<file path="src/rtl/proc_control_fsm_if.sv">
// proc_control_fsm_if
// Instruction-memory request/acknowledge bus between the sequencer and
// the instruction memory.
//   imem_req  : fetch request (sequencer -> memory)
//   imem_addr : fetch address, mirrors the program counter
//   imem_ack  : fetch complete, imem_data valid in the same cycle
//   imem_data : 32-bit instruction word
// Modports: master = sequencer side, slave = memory side.
interface proc_control_fsm_if;
    logic        imem_req;
    logic [7:0]  imem_addr;
    logic        imem_ack;
    logic [31:0] imem_data;

    modport master (
        output imem_req,
        output imem_addr,
        input  imem_ack,
        input  imem_data
    );

    modport slave (
        input  imem_req,
        input  imem_addr,
        output imem_ack,
        output imem_data
    );
endinterface

</file>
<file path="src/rtl/proc_control_fsm.sv">
// proc_control_fsm
// Multicycle sequencer for the 8-bit processor. Fetches one 32-bit
// instruction at a time, decodes it, steps the shared phase bus through
// RF/EXE/WB, updates the PC and finally runs the OUTPUT/HALT phase.
// Ports:
//   clk, reset          : clock, asynchronous active-high reset
//   start               : leaves IDLE (ignored elsewhere)
//   imem                : instruction-memory bus (master side)
//   state               : phase to register file / ALU
//   rs, rt, rd, imm     : decoded register indices and immediate low byte
//   alu_op, alu_src_imm : ALU opcode and B-operand select
//   instruction_invalid : suppresses the register-file write
//   alu_zero            : ALU result == 0, sampled in EXE
//   done                : register file finished OUTPUT
//   pc, instr_count     : program counter, saturating retired count
//   halted              : high in HALT
module proc_control_fsm (
    input  logic                      clk,
    input  logic                      reset,
    input  logic                      start,
    proc_control_fsm_if.master        imem,
    output logic [2:0]                state,
    output logic [4:0]                rs,
    output logic [4:0]                rt,
    output logic [4:0]                rd,
    output logic [7:0]                imm,
    output logic [2:0]                alu_op,
    output logic                      alu_src_imm,
    output logic                      instruction_invalid,
    input  logic                      alu_zero,
    input  logic                      done,
    output logic [7:0]                pc,
    output logic [15:0]               instr_count,
    output logic                      halted
);

    typedef enum logic [2:0] {
        S_FETCH  = 3'd0,
        S_DECODE = 3'd1,
        S_RF     = 3'd2,
        S_EXE    = 3'd3,
        S_WB     = 3'd4,
        S_OUTPUT = 3'd5,
        S_IDLE   = 3'd6,
        S_HALT   = 3'd7
    } state_t;

    state_t      state_q, state_d;
    logic [31:0] instr_q;
    logic        req_q;
    logic        fetch_accept;

    // Decode of the incoming word, registered on the accepting fetch edge
    // so the fields are already valid in the first DECODE cycle.
    logic [4:0]  dec_rd;
    logic [2:0]  dec_alu_op;
    logic        dec_src_imm;
    logic        dec_invalid;
    logic [7:0]  pc_next_exe;

    assign fetch_accept   = (state_q == S_FETCH) && imem.imem_ack;
    assign imem.imem_req  = req_q;
    assign imem.imem_addr = pc;
    assign state          = state_q;

    always_ff @(posedge clk or posedge reset) begin
        if (reset) state_q <= S_IDLE;
        else       state_q <= state_d;
    end

    always_comb begin
        state_d = state_q;
        case (state_q)
            S_IDLE:   if (start) state_d = S_FETCH;
            S_FETCH:  if (imem.imem_ack) state_d = S_DECODE;
            S_DECODE: state_d = (instr_q == '1) ? S_OUTPUT : S_RF;
            S_RF:     state_d = S_EXE;
            S_EXE:    state_d = S_WB;
            S_WB:     state_d = S_FETCH;
            S_OUTPUT: if (done) state_d = S_HALT;
            S_HALT:   state_d = S_HALT;
            default:  state_d = S_IDLE;
        endcase
    end

    always_comb begin
        dec_rd      = imem.imem_data[15:11];
        dec_alu_op  = 3'd0;
        dec_src_imm = 1'b0;
        dec_invalid = 1'b0;
        case (imem.imem_data[31:26])
            6'h00: begin
                case (imem.imem_data[5:0])
                    6'h20:   dec_alu_op = 3'd0;
                    6'h22:   dec_alu_op = 3'd1;
                    6'h24:   dec_alu_op = 3'd2;
                    6'h25:   dec_alu_op = 3'd3;
                    6'h2A:   dec_alu_op = 3'd4;
                    default: dec_invalid = 1'b1;
                endcase
            end
            6'h08: begin
                dec_src_imm = 1'b1;
                dec_rd      = imem.imem_data[20:16];
            end
            6'h04, 6'h05: begin
                dec_alu_op  = 3'd1;
                dec_invalid = 1'b1;
            end
            default: dec_invalid = 1'b1;
        endcase
    end

    // Branch offset is two's complement; plain 8-bit addition wraps mod 256.
    always_comb begin
        pc_next_exe = pc + 8'd1;
        if ((instr_q[31:26] == 6'h04 &&  alu_zero) ||
            (instr_q[31:26] == 6'h05 && !alu_zero))
            pc_next_exe = pc + 8'd1 + instr_q[7:0];
        else if (instr_q[31:26] == 6'h02)
            pc_next_exe = instr_q[7:0];
    end

    always_ff @(posedge clk or posedge reset) begin
        if (reset) begin
            instr_q             <= '0;
            req_q               <= 1'b0;
            halted              <= 1'b0;
            pc                  <= '0;
            instr_count         <= '0;
            rs                  <= '0;
            rt                  <= '0;
            rd                  <= '0;
            imm                 <= '0;
            alu_op              <= '0;
            alu_src_imm         <= 1'b0;
            instruction_invalid <= 1'b0;
        end else begin
            req_q  <= (state_d == S_FETCH);
            halted <= (state_d == S_HALT);
            if (fetch_accept) begin
                instr_q             <= imem.imem_data;
                rs                  <= imem.imem_data[25:21];
                rt                  <= imem.imem_data[20:16];
                rd                  <= dec_rd;
                imm                 <= imem.imem_data[7:0];
                alu_op              <= dec_alu_op;
                alu_src_imm         <= dec_src_imm;
                instruction_invalid <= dec_invalid;
            end
            if (state_q == S_EXE)
                pc <= pc_next_exe;
            if (state_q == S_WB && instr_count != 16'hFFFF)
                instr_count <= instr_count + 16'd1;
        end
    end

endmodule

</file>
<file path="src/flat_wrapper.sv">
// flat-port wrapper written by rule: the top's interface ports become plain ports
module proc_control_fsm_flat 
  (clk, reset, start, state, rs, rt, rd, imm, alu_op, alu_src_imm, instruction_invalid, alu_zero, done, pc, instr_count, halted, imem_imem_req, imem_imem_addr, imem_imem_ack, imem_imem_data);
  proc_control_fsm_if imem_i ();
  input  logic clk;
  input  logic reset;
  input  logic start;
  output logic [2:0] state;
  output logic [4:0] rs;
  output logic [4:0] rt;
  output logic [4:0] rd;
  output logic [7:0] imm;
  output logic [2:0] alu_op;
  output logic alu_src_imm;
  output logic instruction_invalid;
  input  logic alu_zero;
  input  logic done;
  output logic [7:0] pc;
  output logic [15:0] instr_count;
  output logic halted;
  output wire logic [$bits(imem_i.imem_req)-1:0] imem_imem_req;
  output wire logic [$bits(imem_i.imem_addr)-1:0] imem_imem_addr;
  input wire logic [$bits(imem_i.imem_ack)-1:0] imem_imem_ack;
  input wire logic [$bits(imem_i.imem_data)-1:0] imem_imem_data;
  assign imem_imem_req = imem_i.imem_req;
  assign imem_imem_addr = imem_i.imem_addr;
  assign imem_i.imem_ack = imem_imem_ack;
  assign imem_i.imem_data = imem_imem_data;
  proc_control_fsm u_core (.clk(clk), .reset(reset), .start(start), .imem(imem_i), .state(state), .rs(rs), .rt(rt), .rd(rd), .imm(imm), .alu_op(alu_op), .alu_src_imm(alu_src_imm), .instruction_invalid(instruction_invalid), .alu_zero(alu_zero), .done(done), .pc(pc), .instr_count(instr_count), .halted(halted));
endmodule
</file>
<file path="config.mk">
export PLATFORM = sky130hd
export DESIGN_NAME = proc_control_fsm_flat
export DESIGN_NICKNAME = d
export VERILOG_FILES = /design/src/rtl/proc_control_fsm_if.sv /design/src/rtl/proc_control_fsm.sv /design/src/flat_wrapper.sv
export SDC_FILE = /design/constraint.sdc
export NUM_CORES = 1
export LEC_CHECK = 0
export CAP_MARGIN = 25
export CORE_UTILIZATION = 25
export CTS_CLUSTER_DIAMETER = 60
export DETAILED_ROUTE_END_ITERATION = 8
export SLEW_MARGIN = 40
export SYNTH_ARGS = -nofsm -noshare
export SYNTH_HDL_FRONTEND = slang
export SYNTH_SLANG_ARGS = --single-unit
</file>
<file path="constraint.sdc">
create_clock -name clk -period 2.2 [get_ports clk]
set_input_delay 0.55 -clock clk [delete_from_list [all_inputs] [get_ports clk]]
set_output_delay 0.55 -clock clk [all_outputs]
set_load 0.02 [all_outputs]
</file>
## Word level (Yosys, flattened, before mapping)

Index checks and enable logic that the tools add are counted.

- Input bits: 38
- Output and inout port bits: 65
- Register bits: 89

- Reductions and logical operators: 11
- Muxes and demuxes: 13
- $add $sub $neg: 3
- Equal/unequal tests: 21

Operators by type and width:

| operator | count |
|---|---|
| equality test 32 bit (second input constant) | 1 |
| equality test 6 bit (second input constant) | 5 |
| equality test 6 x 3 -> 1 bit (second input constant) | 4 |
| case mux 3 bit (8 select lines) | 1 |
| adder 16 x 1 -> 16 bit (second input constant) | 1 |
| 2-to-1 mux 8 bit | 2 |
| != test 16 bit (second input constant) | 1 |
| equality test 3 bit (second input constant) | 5 |
| 2-to-1 mux 3 bit | 4 |
| case mux 3 bit (4 select lines) | 1 |
| adder 8 x 1 -> 8 bit (second input constant) | 1 |
| adder 8 bit | 1 |
| equality test 3 x 2 -> 1 bit (second input constant) | 2 |
| equality test 6 x 2 -> 1 bit (second input constant) | 1 |
| equality test 6 x 4 -> 1 bit (second input constant) | 1 |
| zero test 3 bit | 2 |
| zero test 6 bit | 1 |
| case mux 3 bit (2 select lines) | 1 |
| 2-to-1 mux 5 bit | 1 |
| OR reduction 5 bit | 1 |
| logical AND 1 bit | 4 |
| equality test 3 x 1 -> 1 bit (second input constant) | 1 |
| 2-to-1 mux 1 bit | 2 |
| case mux 1 bit (2 select lines) | 1 |
| other kinds (3) | 3 |

## Longest topological paths before layout

- Word-level depth: 4
- Depth in mapped cells: 10
- Gate-level depth less buffers: 10

## Worst setup path before layout

OpenSTA, ideal clock, no wires.

- Path kind: register to register
- Start point: reg u_core.pc[0], in the netlist u_core.imem.imem_addr[0]
- End point: reg u_core.pc[7], in the netlist u_core.imem.imem_addr[7]
- Stages on the path, launching flop included: 11
- Data required time: 2071 ps
- Slack: -343 ps
- Arrival time: 2414 ps
- Clock period less this slack: 2543 ps
- Cells stage by stage: dfrtp_1 -> ha_1 -> nand3_1 -> xnor2_1 -> ha_1 -> a21o_1 -> a21o_1 -> a211oi_2 -> o21ai_0 -> a211oi_1 -> a21oi_1

- Longest elaborated chain between the ends: 3

RTL lines:

| element | RTL line | source |
|---|---|---|
| start, declared | proc_control_fsm.sv:32 | `output logic [7:0] pc,` |
| start signal, assigned | proc_control_fsm.sv:152 | `pc <= pc_next_exe;` |
| adder 8 x 1 -> 8 bit (*) | proc_control_fsm.sv:116, proc_control_fsm.sv:119 |  |
| adder 8 bit / 2-to-1 mux 8 bit (equally long branches) | proc_control_fsm.sv:119, proc_control_fsm.sv:120 |  |
| 2-to-1 mux 8 bit (*) | proc_control_fsm.sv:117 | `if ((instr_q[31:26] == 6'h04 && alu_zero) \|\|` |

Every way passes the cells marked *; elsewhere a longest branch is shown, timed or not.
A chain may end at the register's enable or synchronous reset.

## Worst setup path in the final report

- Start point: reg u_core.pc[2], in the netlist u_core.imem.imem_addr[2]
- End point: reg u_core.pc[7], in the netlist u_core.imem.imem_addr[7]

Same word-level chain as after synthesis.

==> impl_metrics.yaml <==
grt:
  grt_pass1_wl_mm: 16.8
  overflow: 0
  antenna_found_initial: 0
  grtUsageTotal_pct: 13.7
  first_global_vias: 3298
  grt_max_degree: 72
timing:
  period_needed_ns: 2.30
  tightest_slew_ns: 0.494
  hold_ws_ns: 0.476
  maxSlewViolCount: 0
  rsz0062_at_grt: "yes"
  finalCritPeriodShare_pct: 105
  fin_ws_ns: -0.0995
  setup_viol: 1
  fmaxAchievable_mhz: 435
  slew-limit-headroom_pct: 66.7
  final-hold-violation-count: 0
  finalSetupTns_ns: -0.0995
  skew_ns: 0.00632
floorplanning:
  start_util_pct: 25.5
  rows: 45
  die_h_um: 126
  fp.dieArea_um2: 16000
  die_w_um: 126
  coreArea_um2: 15100
  ios: 103
power:
  power_w: 0.00795
  ir_drop_v: 0.000591
  cellLeakagePower_nw: 2.63
  power_density_nw_per_um2: 1390
worst_setup_path:
  path_class: "register to register"
  critical-path-slowest-cell: "dfrtp_1"
  max_stage_delay_ns: 0.40
  crit_arrival_ns: 2.52
  r2r_slack_ns: -0.1
  cp.required_ns: 2.42
  cp_cell_sequence: "and3_4 -> nand3_2 -> xnor2_2 -> ha_1 -> nand3_2 -> nor3_2 -> a211oi_2 -> buf_4 -> and4_1 -> a211oi_2 -> a21oi_1"
  crit_path_end_kind: "register"
  start_kind: "register"
  crit_fanout: 4
layout:
  final_cells: 726
  synthToLayoutAreaGrowth_pct: 47.8
  n_fill_cell: 1493
  final_common_cell: "nand2_1"
  drive_gt1_share_pct: 18.2
  final_cell_mix: "nand2_1 (123), clkdlybuf4s50_1 (100), dfrtp_1 (67), buf_4 (37), xnor2_1 (15)"
  fin_nets: 582
  antenna_cells: 0
  design_area_um2: 5710
flow_run:
  max_cap_viol_count: 0
yosys:
  synth_fa_ha_area_share_pct: 3.76
  syn_area_um2: 3860
  synth_seq_cells: 71
  ys_seq_area_share_pct: 46.1
  synth_area_leaders: "dfrtp_1 (45%), nand2_1 (12%), buf_4 (5.1%), xnor2_1 (4.3%), ha_1 (3.2%)"
  syn_inst: 418
  synth-simple-area-share_pct: 24.6
  synth_compound_area_share_pct: 8.55
  synth-main-ff-cell: "dfrtp_1"
  synth.top_cell.area_share_pct: 44.7
  synthMuxAreaShare_pct: 3.98
  synth-async-reset-ratio_pct: 100
  synth_nets: 467
  yosys_warnings: 0
  synth_top_family_by_area: "simple AND/OR/NAND/NOR gates"
  synth_cell_type_count: 55
  synth_edf_count: 0
  postSynthAreaPerCell_um2: 9.24
  synth_top_cell_by_area: "dfrtp_1"
  synth-xor-area-share_pct: 5.90
clocking:
  htreeDepth: 3
  cts_tree: "built"
  ctsHoldBuffers: 0
  clk_latency_ns: 0.34
  cts-buffers-inserted: 9
  clkSinkCount: 71
  cts_buffer_depth: 2
  cts_root_buf: "clkbuf_16"
  clkTransAtPathRegs_ns: 0.06
detailed_routing:
  routed_wl_mm: 10.5
  ant_nets: 0
  viasPerCell: 4.57
  drt-pass1-iter-count: 4
  via_count: 3320
  drt_drc_violations_left: 0
  wl_per_cell_um: 14.4
  drtIter0Drc: 164
placed_design:
  portBuffers: 102
  gp_congestion: 0.822
  dp_hpwl_mm: 7.46
  post_dp_cell_area_um2: 5200
  dp.cells: 703
status:
  violations: "negative setup slack"
  status: "complete, but fails checks"
hold_path:
  hp-class: "register to register"
synthesized netlist by cell type (all sizes together) (2+ instances only):
cell and count:
nor4b 2, clkbuf 8, dfrtp 69, and3 5
nand3 16, xor2 7, or3 2, o31ai 2
and4 3, inv 5, nand4 12, nor2b 2
nand2 124, a21oi 8, nor2 14, o21bai 2
nand3b 3, o21ai 20, a211oi 5, mux2 3
a31oi 2, a21o 5, xnor2 19, dfstp 2
nor4 4, mux2i 12, nor3 6, ha 10
buf 32
state kept, by name (all words and copies together), names as in the netlist:
name,cells
u_core.alu_src_imm,1
u_core.state,3
u_core.imem.imem_addr,8
u_core.instr_count,16
u_core.instruction_invalid,1
u_core.halted,1
u_core.instr_q,32
u_core.alu_op,3
u_core.imem.imem_req,1
u_core.rd,5
area by class of cell:
cell class	count	area (µm²)	share of cell area, %
Tap cell	188	235	4.12
Timing Repair Buffer	144	1390	24.4
Clock buffer	11	253	4.43
Multi-Input combinational cell	301	1940	34.0
Inverter	6	27.5	0.482
Sequential cell	71	1780	31.2
Clock inverter	5	80.1	1.40
kinds of logic (layout without fill, tap and decap cells):
kind of cell / count (synthesis) / in the layout
mux: 15 / 15
flops: 71 / 71
buf+inv: 46 / 166
simple gates: 198 / 198
xor+xnor: 26 / 26
fa+ha+maj: 11 / 11
compound gates: 51 / 51
per-stage QoR:
stage	utilization [%]	setup WS, ns
after floorplan	-	-0.199
after global placement	34.4	-0.118
after detailed placement	34.4	-0.160
after CTS	37.3	-0.0198
after global routing	37.7	-0.272
final	37.7	-0.0995
path summary, 6_finish.rpt:
kind,from,end,cells past startpoint
max in group asynchronous,reset,u_core.state[1],3
max,u_core.imem.imem_addr[2],u_core.imem.imem_addr[7],11
min in group asynchronous,reset,u_core.instr_count[4],3
min reg2reg,u_core.instr_q[12],u_core.instr_q[12],2
max reg2reg,u_core.imem.imem_addr[2],u_core.imem.imem_addr[7],11
min,u_core.instr_q[12],u_core.instr_q[12],2
repair_timing:
| item | in CTS | in global routing |
|---|---|---|
| setup buffers | 6 | 1 |
| setup endpoints to repair | 3 | 5 |
| gates resized for setup | 15 | 11 |
| pin swaps | 10 | 7 |
where the power goes:
part           switching (W)  leakage (nW)  internal (W)
Sequential          0.000491         0.899       0.00179
Combinational        0.00204          1.57       0.00201
Clock               0.000565         0.158       0.00105
routing by layer:
layer  track usage [%]  share of wire, %
met3              4.34               6.0
met2              22.0                47
met1              17.0                45
met5                 0                 0
met4              5.67               1.9
critical path: cells and delay by family, from the launching register on:
| family | cells | cell delay [ns] |
|---|---|---|
| adders and majority gates | 1 | 0.32 |
| AOI/OAI and AO/OA | 3 | 0.33 |
| xor gates and xnor gates | 1 | 0.17 |
| and+or+nand+nor | 5 | 0.81 |
| DFF | 1 | 0.40 |
| buffers and inverters | 1 | 0.14 |
No activity file was read; power rests on OpenSTA's default activity.
